**config.mk**
```make
export PLATFORM = sky130hd
export DESIGN_NAME = uart_prog_loader_flat
export DESIGN_NICKNAME = d
export VERILOG_FILES = /design/src/rtl/loader_pkg.sv /design/src/rtl/uart_prog_loader_if.sv /design/src/rtl/uart_rx_byte.sv /design/src/rtl/uart_prog_loader.sv /design/src/flat_wrapper.sv
export SDC_FILE = /design/constraint.sdc
export NUM_CORES = 1
export LEC_CHECK = 0
export BUFFER_PORTS_ARGS = -buffer_cell sky130_fd_sc_hd__buf_2
export CORE_UTILIZATION = 30
export CTS_BUF_LIST = sky130_fd_sc_hd__clkbuf_2 sky130_fd_sc_hd__clkbuf_4 sky130_fd_sc_hd__clkbuf_8
export DETAILED_ROUTE_END_ITERATION = 6
export PLACE_DENSITY = 0.51
export RECOVER_POWER = 50
export SLEW_MARGIN = 20
export SYNTH_ARGS = -nofsm -noshare
export SYNTH_HDL_FRONTEND = slang
export SYNTH_SLANG_ARGS = --single-unit
```
**constraint.sdc**
```tcl
create_clock -name clk -period 5.9 [get_ports clk]
set_input_delay 1.18 -clock clk [delete_from_list [all_inputs] [get_ports clk]]
set_output_delay 1.18 -clock clk [all_outputs]
set_load 0.05 [all_outputs]
```
**src/rtl/loader_pkg.sv**
```systemverilog
// Shared constants for the UART program loader: frame bytes, error codes and frame FSM states.
package loader_pkg;
    localparam logic [7:0] SYNC_BYTE = 8'hA5;
    localparam logic [7:0] TGT_INST  = 8'h00;
    localparam logic [7:0] TGT_DATA  = 8'h01;

    localparam logic [1:0] ERR_NONE    = 2'd0;
    localparam logic [1:0] ERR_TGT_LEN = 2'd1;
    localparam logic [1:0] ERR_FRAME   = 2'd2;
    localparam logic [1:0] ERR_CHK     = 2'd3;

    typedef logic [2:0] state_t;
    localparam state_t ST_IDLE    = 3'd0;
    localparam state_t ST_TGT     = 3'd1;
    localparam state_t ST_LEN_LO  = 3'd2;
    localparam state_t ST_LEN_HI  = 3'd3;
    localparam state_t ST_PAYLOAD = 3'd4;
    localparam state_t ST_CHECK   = 3'd5;
    localparam state_t ST_DONE    = 3'd6;
    localparam state_t ST_ERR     = 3'd7;
endpackage

```
**src/rtl/uart_prog_loader_if.sv**
```systemverilog
// Loader-side bundle: serial input plus the memory write port and load status.
interface uart_prog_loader_if #(parameter int ADDR_W = 14);
    logic              rx;
    logic              cpu_hold;
    logic              inst_we;
    logic              data_we;
    logic [ADDR_W-1:0] waddr;
    logic [31:0]       wdata;
    logic              load_done;
    logic              load_err;
    logic [1:0]        err_code;

    modport master (
        input  rx,
        output cpu_hold, inst_we, data_we, waddr, wdata, load_done, load_err, err_code
    );

    modport slave (
        output rx,
        input  cpu_hold, inst_we, data_we, waddr, wdata, load_done, load_err, err_code
    );
endinterface

```
**src/rtl/uart_rx_byte.sv**
```systemverilog
// 8N1 UART byte receiver: 2-FF synchronizer, start-bit recheck at half bit, centre sampling.
module uart_rx_byte #(
    parameter int CLKS_PER_BIT = 217
) (
    input  logic       clk,
    input  logic       rst,
    input  logic       rx,
    output logic       byte_vld,
    output logic [7:0] byte_data,
    output logic       frame_err
);
    localparam int CNT_W = $clog2(CLKS_PER_BIT + 1);
    localparam logic [CNT_W-1:0] FULL = CNT_W'(CLKS_PER_BIT - 1);
    localparam logic [CNT_W-1:0] HALF = CNT_W'(CLKS_PER_BIT / 2 - 1);

    localparam logic [1:0] RX_IDLE  = 2'd0;
    localparam logic [1:0] RX_START = 2'd1;
    localparam logic [1:0] RX_DATA  = 2'd2;
    localparam logic [1:0] RX_STOP  = 2'd3;

    logic             rx_meta, rx_sync, rx_prev;
    logic [1:0]       rstate;
    logic [CNT_W-1:0] cnt;
    logic [2:0]       bit_idx;
    logic [7:0]       shreg;

    always_ff @(posedge clk or posedge rst) begin
        if (rst) begin
            rx_meta   <= 1'b1;
            rx_sync   <= 1'b1;
            rx_prev   <= 1'b1;
            rstate    <= RX_IDLE;
            cnt       <= '0;
            bit_idx   <= '0;
            shreg     <= '0;
            byte_vld  <= 1'b0;
            byte_data <= '0;
            frame_err <= 1'b0;
        end else begin
            rx_meta   <= rx;
            rx_sync   <= rx_meta;
            rx_prev   <= rx_sync;
            byte_vld  <= 1'b0;
            frame_err <= 1'b0;
            case (rstate)
                RX_IDLE: begin
                    if (!rx_sync && rx_prev) begin
                        cnt    <= HALF;
                        rstate <= RX_START;
                    end
                end
                RX_START: begin
                    if (cnt != '0) begin
                        cnt <= cnt - 1'b1;
                    end else if (!rx_sync) begin
                        cnt     <= FULL;
                        bit_idx <= '0;
                        rstate  <= RX_DATA;
                    end else begin
                        rstate <= RX_IDLE;  // low glitch, not a start bit
                    end
                end
                RX_DATA: begin
                    if (cnt != '0) begin
                        cnt <= cnt - 1'b1;
                    end else begin
                        shreg   <= {rx_sync, shreg[7:1]};
                        cnt     <= FULL;
                        bit_idx <= bit_idx + 3'd1;
                        if (bit_idx == 3'd7) rstate <= RX_STOP;
                    end
                end
                default: begin
                    if (cnt != '0) begin
                        cnt <= cnt - 1'b1;
                    end else begin
                        if (rx_sync) begin
                            byte_vld  <= 1'b1;
                            byte_data <= shreg;
                        end else begin
                            frame_err <= 1'b1;
                        end
                        rstate <= RX_IDLE;
                    end
                end
            endcase
        end
    end
endmodule

```
**src/rtl/uart_prog_loader.sv**
```systemverilog
// Frame parser that writes received 32-bit words to instruction or data memory and holds the CPU.
// state   | meaning
// IDLE    | waiting for sync byte, CPU free
// TGT     | expecting target byte
// LEN_LO  | expecting word count low byte
// LEN_HI  | expecting word count high byte, range check
// PAYLOAD | assembling words, one write strobe per 4 bytes
// CHECK   | expecting XOR checksum byte
// DONE    | load good, CPU released
// ERR     | load aborted, CPU kept in hold
module uart_prog_loader
    import loader_pkg::*;
#(
    parameter int CLK_FREQ = 25_000_000,
    parameter int BAUD     = 115200,
    parameter int ADDR_W   = 14,
    parameter int TIMEOUT  = CLK_FREQ / 10
) (
    input logic                clk,
    input logic                rst,
    uart_prog_loader_if.master bus
);
    localparam int CLKS_PER_BIT = CLK_FREQ / BAUD;
    localparam int TMO_W        = $clog2(TIMEOUT + 1);
    localparam logic [TMO_W-1:0] TMO_LOAD  = TMO_W'(TIMEOUT);
    localparam logic [16:0]      MAX_WORDS = 17'(2 ** ADDR_W);

    logic              byte_vld, frame_err;
    logic [7:0]        byte_data;
    state_t            state;
    logic              target_data;
    logic [7:0]        len_lo;
    logic [15:0]       len_n;
    logic [15:0]       words_left;
    logic [ADDR_W-1:0] widx;
    logic [1:0]        byte_cnt;
    logic [23:0]       asm_sr;
    logic [7:0]        chk;
    logic [TMO_W-1:0]  tmo;
    logic              active;

    uart_rx_byte #(.CLKS_PER_BIT(CLKS_PER_BIT)) u_rx (
        .clk       (clk),
        .rst       (rst),
        .rx        (bus.rx),
        .byte_vld  (byte_vld),
        .byte_data (byte_data),
        .frame_err (frame_err)
    );

    assign len_n  = {byte_data, len_lo};
    assign active = (state != ST_IDLE) && (state != ST_DONE) && (state != ST_ERR);

    always_ff @(posedge clk or posedge rst) begin
        if (rst) begin
            state         <= ST_IDLE;
            target_data   <= 1'b0;
            len_lo        <= '0;
            words_left    <= '0;
            widx          <= '0;
            byte_cnt      <= '0;
            asm_sr        <= '0;
            chk           <= '0;
            tmo           <= '0;
            bus.cpu_hold  <= 1'b0;
            bus.inst_we   <= 1'b0;
            bus.data_we   <= 1'b0;
            bus.waddr     <= '0;
            bus.wdata     <= '0;
            bus.load_done <= 1'b0;
            bus.load_err  <= 1'b0;
            bus.err_code  <= ERR_NONE;
        end else begin
            bus.inst_we <= 1'b0;
            bus.data_we <= 1'b0;
            if (active && frame_err) begin
                state        <= ST_ERR;
                bus.load_err <= 1'b1;
                bus.err_code <= ERR_FRAME;
            end else if (byte_vld) begin
                tmo <= TMO_LOAD;
                case (state)
                    ST_TGT: begin
                        chk         <= chk ^ byte_data;
                        target_data <= byte_data[0];
                        if (byte_data > TGT_DATA) begin
                            state        <= ST_ERR;
                            bus.load_err <= 1'b1;
                            bus.err_code <= ERR_TGT_LEN;
                        end else begin
                            state <= ST_LEN_LO;
                        end
                    end
                    ST_LEN_LO: begin
                        chk    <= chk ^ byte_data;
                        len_lo <= byte_data;
                        state  <= ST_LEN_HI;
                    end
                    ST_LEN_HI: begin
                        chk <= chk ^ byte_data;
                        if ({1'b0, len_n} > MAX_WORDS) begin
                            state        <= ST_ERR;
                            bus.load_err <= 1'b1;
                            bus.err_code <= ERR_TGT_LEN;
                        end else if (len_n == 16'd0) begin
                            state <= ST_CHECK;
                        end else begin
                            words_left <= len_n;
                            byte_cnt   <= '0;
                            state      <= ST_PAYLOAD;
                        end
                    end
                    ST_PAYLOAD: begin
                        chk      <= chk ^ byte_data;
                        asm_sr   <= {byte_data, asm_sr[23:8]};
                        byte_cnt <= byte_cnt + 2'd1;
                        if (byte_cnt == 2'd3) begin
                            bus.inst_we <= (target_data == TGT_INST[0]);
                            bus.data_we <= (target_data == TGT_DATA[0]);
                            bus.waddr   <= widx;
                            bus.wdata   <= {byte_data, asm_sr};
                            widx        <= widx + 1'b1;
                            words_left  <= words_left - 16'd1;
                            if (words_left == 16'd1) state <= ST_CHECK;
                        end
                    end
                    ST_CHECK: begin
                        if (byte_data == chk) begin
                            state         <= ST_DONE;
                            bus.cpu_hold  <= 1'b0;
                            bus.load_done <= 1'b1;
                        end else begin
                            state        <= ST_ERR;
                            bus.load_err <= 1'b1;
                            bus.err_code <= ERR_CHK;
                        end
                    end
                    default: begin
                        // IDLE, DONE and ERR all restart on the sync byte
                        if (byte_data == SYNC_BYTE) begin
                            state         <= ST_TGT;
                            bus.cpu_hold  <= 1'b1;
                            bus.load_done <= 1'b0;
                            bus.load_err  <= 1'b0;
                            bus.err_code  <= ERR_NONE;
                            chk           <= '0;
                            widx          <= '0;
                        end
                    end
                endcase
            end else if (active) begin
                if (tmo == '0) begin
                    state        <= ST_ERR;
                    bus.load_err <= 1'b1;
                    bus.err_code <= ERR_FRAME;
                end else begin
                    tmo <= tmo - 1'b1;
                end
            end
        end
    end
endmodule

```
**src/flat_wrapper.sv**
```systemverilog
// flat-port wrapper written by rule: the top's interface ports become plain ports
module uart_prog_loader_flat import loader_pkg::*;
#(
    parameter int CLK_FREQ = 25_000_000,
    parameter int BAUD     = 115200,
    parameter int ADDR_W   = 14,
    parameter int TIMEOUT  = CLK_FREQ / 10
)
  (clk, rst, bus_rx, bus_cpu_hold, bus_inst_we, bus_data_we, bus_waddr, bus_wdata, bus_load_done, bus_load_err, bus_err_code);
  uart_prog_loader_if #(.ADDR_W(ADDR_W)) bus_i ();
  input logic clk;
  input logic rst;
  input wire logic [$bits(bus_i.rx)-1:0] bus_rx;
  output wire logic [$bits(bus_i.cpu_hold)-1:0] bus_cpu_hold;
  output wire logic [$bits(bus_i.inst_we)-1:0] bus_inst_we;
  output wire logic [$bits(bus_i.data_we)-1:0] bus_data_we;
  output wire logic [$bits(bus_i.waddr)-1:0] bus_waddr;
  output wire logic [$bits(bus_i.wdata)-1:0] bus_wdata;
  output wire logic [$bits(bus_i.load_done)-1:0] bus_load_done;
  output wire logic [$bits(bus_i.load_err)-1:0] bus_load_err;
  output wire logic [$bits(bus_i.err_code)-1:0] bus_err_code;
  assign bus_i.rx = bus_rx;
  assign bus_cpu_hold = bus_i.cpu_hold;
  assign bus_inst_we = bus_i.inst_we;
  assign bus_data_we = bus_i.data_we;
  assign bus_waddr = bus_i.waddr;
  assign bus_wdata = bus_i.wdata;
  assign bus_load_done = bus_i.load_done;
  assign bus_load_err = bus_i.load_err;
  assign bus_err_code = bus_i.err_code;
  uart_prog_loader #(.CLK_FREQ(CLK_FREQ), .BAUD(BAUD), .ADDR_W(ADDR_W), .TIMEOUT(TIMEOUT)) u_core (.clk(clk), .rst(rst), .bus(bus_i));
endmodule
```
==> flow_summary.ini <==
[outcome]
status = complete, no violations

[cells_and_area]
final_layout_size_suffix_gt1_share_pct = 24.38
fin_util_pct = 34.85
fin_nets = 853
n_fill_cell = 2843
antennaDiodeCount = 0
syn_to_final_growth_pct = 12.78

[drt]
routed.top_layer = met4
routedLengthMet1_um = 9140
num_vias = 6064
drc = 0
finalWirelength_um = 18590
dr.first_iter.drc_count = 317
wl_met2_um = 8709
drt_pass1_iterations = 4
viasPerCell = 4.942
wl_per_cell_um = 15.15
wl_met3_um = 572
drtAntennaViolNets = 0

[synth]
synth_seq_area_share_pct = 53.23
syn_inst = 791
synth.distinct_cells = 70
syn_avg_cell_area_um2 = 11.00
synth_nets = 808
synth_edf_count = 0
ys.flop_type = dfrtp_1
syn_area_um2 = 8703
synthArstFlopShare_pct = 100.0
synth_warnings = 0
synth-seq-cells = 185

[hold_path]
hold_start = u_core.u_rx.rx_meta
holdPathStages = 0
min_path_type = flip-flop to flip-flop

[die]
start_util_pct = 30.90
dieArea_um2 = 29700
fp.dieW_um = 172.3
num_io_pins = 56
chipHeight_um = 172.3
rows = 61
core_um2 = 28160

[critical_path]
critPathLaunchType = flip-flop
critPathKind = flip-flop to flip-flop
slowest_stage = dfrtp_1
crit_start = u_core.state[1]
path_cells = or3_4 > a31oi_1 > nand3_2 > buf_4 > mux2_2
cp_max_fo = 36
crit_path_end_kind = flip-flop
r2r-start = u_core.state[1]
cp.required_ps = 6260
arrival_ps = 3420
max_stage_delay_ps = 590
rr_worst_depth = 5

[timing]
worst_pin_slew_ps = 1364
final-max-slew-violation-count = 0
fin_crit_sh_pct = 52.00
skew_ps = 24.94
timing.fmax_mhz = 325.9
timing.final.hold_violations = 0
rsz0062_at_grt = no
setup_viol = 0
min_period_ps = 3068
fin_tns_setup_ps = 0
relSlewSlack_pct = 9.054

[cts]
cts-root-buf = clkbuf_8
path_clk_slew_ps = 130
cts_buffers = 17
htreeDepth = 4
clk_latency_ps = 480
postCtsSetupRepairBufs = 0
clk_path_buf_depth = 2
cts_tree = built
ctsHoldBuffers = 0
ctsResizeCount = 0
cts.sinks = 185

[power_and_ir_drop]
pwr_density_cell_nw_per_um2 = 266.6
power_leakage_nw = 4.816
ir_drop_uv = 179.3

[global_routing]
gr-total-overflow = 0
grt_pass1_wl_um = 31080
grt_max_degree = 186
track_usage_pct = 13.27
antenna_found_initial = 0
grt_pass1_vias = 5913

[placement]
hpwlAfterDp_um = 11790
gp_congestion = 0.7894
port_buffers = 55

[run]
max-cap-violations = 0
==> synth_stat cells (10+ instances only) <==
master	instances	area share, %
dfrtp_1	182	52
mux2_2	96	12
nor2_1	74	3.2
o21ai_0	58	3.3
nand2_1	46	2.0
a21oi_1	42	2.4
clkbuf_1	29	1.3
inv_1	24	1.0
nand3_1	20	1.2
xor2_1	20	2.0
nor3_1	18	1.0
ha_1	14	2.0
or3_1	12	0.86
nand2b_1	10	0.72
==> metal layers <==
metal	GRT usage [%]	vias up
met3	2.976	10
met5	0	-
met4	3.309	0
li1	-	2922
met2	21.21	75
met1	18.10	3057
==> flip-flops by register name (all words and copies together) (netlist names), 2 cells and up <==
name,flops
u_core.u_rx.byte_data,8
u_core.u_rx.cnt,8
u_core.len_lo,8
u_core.byte_cnt,2
u_core.widx,14
u_core.bus.waddr,14
u_core.state,3
u_core.words_left,16
u_core.tmo,22
u_core.bus.err_code,2
u_core.chk,8
u_core.bus.wdata,32
u_core.u_rx.rstate,2
u_core.asm_sr,24
u_core.u_rx.shreg,8
u_core.u_rx.bit_idx,3
==> logic make-up after synthesis <==
group	count (synthesis)	share of synthesized area, %
AO/OA/AOI/OAI	159	11.44
buffers and inverters	59	2.688
flip-flops	185	53.23
multiplexers	101	13.00
AND/OR/NAND/NOR	244	14.71
adder cells (fa/ha/maj)	14	2.013
XOR/XNOR	29	2.918
==> critical path: cells and delay by family, from the launching register on <==
family                 cells  cell delay [ps]
DFF                        1              590
and+or+nand+nor            2             1050
AOI/OAI and AO/OA          1              510
buffers and inverters      1              460
muxes                      1              320
==> power breakdown <==
group          switching [mW]  internal [mW]
sequential             0.0426           1.31
combinational           0.222          0.125
clock                   0.572          0.343
total                   0.836           1.78
==> worst paths after layout <==
check	endpoint	slack, ps
min reg2reg	u_core.u_rx.rx_sync	370
max in group asynchronous	u_core.words_left[4]	4130
max reg2reg	u_core.bus.waddr[0]	2830
min in group asynchronous	u_core.bus.data_we	1020
min	u_core.u_rx.rx_sync	370
max	u_core.bus.waddr[0]	2830
==> through the flow <==
stage	cell area (um2)	cells	power [mW]	hold slack [ps]	worst slack, ps
after floorplan	8707	791	1.651	345.2	2344
after global placement	9379	1195	1.728	346.2	2929
after detailed placement	9385	1195	1.730	353.5	2843
after CTS	9822	1227	2.659	372.4	2838
after global routing	9816	1227	2.759	378.8	2621
final	9816	1227	2.617	373.9	2832
==> layout by cell type, fill, tap and decap left out, types with 5 or more instances in the layout <==
cell type  netlist  final
a21oi_1         42     42
a31oi_1          8      8
and3_1           8      8
buf_2            4     55
clkbuf_8         0     17
dfrtp_1        182    182
ha_1            14     14
inv_1           24     23
inv_12           0      6
mux2_2          96     96
mux2i_1          5      5
nand2_1         46     46
nand2b_1        10     10
nand3_1         20     19
nand3b_1         7      7
nand4_1          6      6
nor2_1          74     74
nor2b_1          6      6
nor3_1          18     18
nor4_1           8      8
o21ai_0         58     58
o22a_1           6      6
o31ai_1          5      5
or3_1           12     12
xnor2_1          9      9
xor2_1          20     20
==> final cells by class <==
type,instances,area [um2],area share (%)
Tap cell,378,473.0,4.818
Clock buffer,17,234.0,2.384
Clock inverter,15,202.7,2.065
Multi-Input combinational cell,547,3852,39.25
Sequential cell,185,4633,47.20
Inverter,24,91.34,0.9305
Timing Repair Buffer,61,329.1,3.352
No activity file was read; power rests on OpenSTA's default activity.
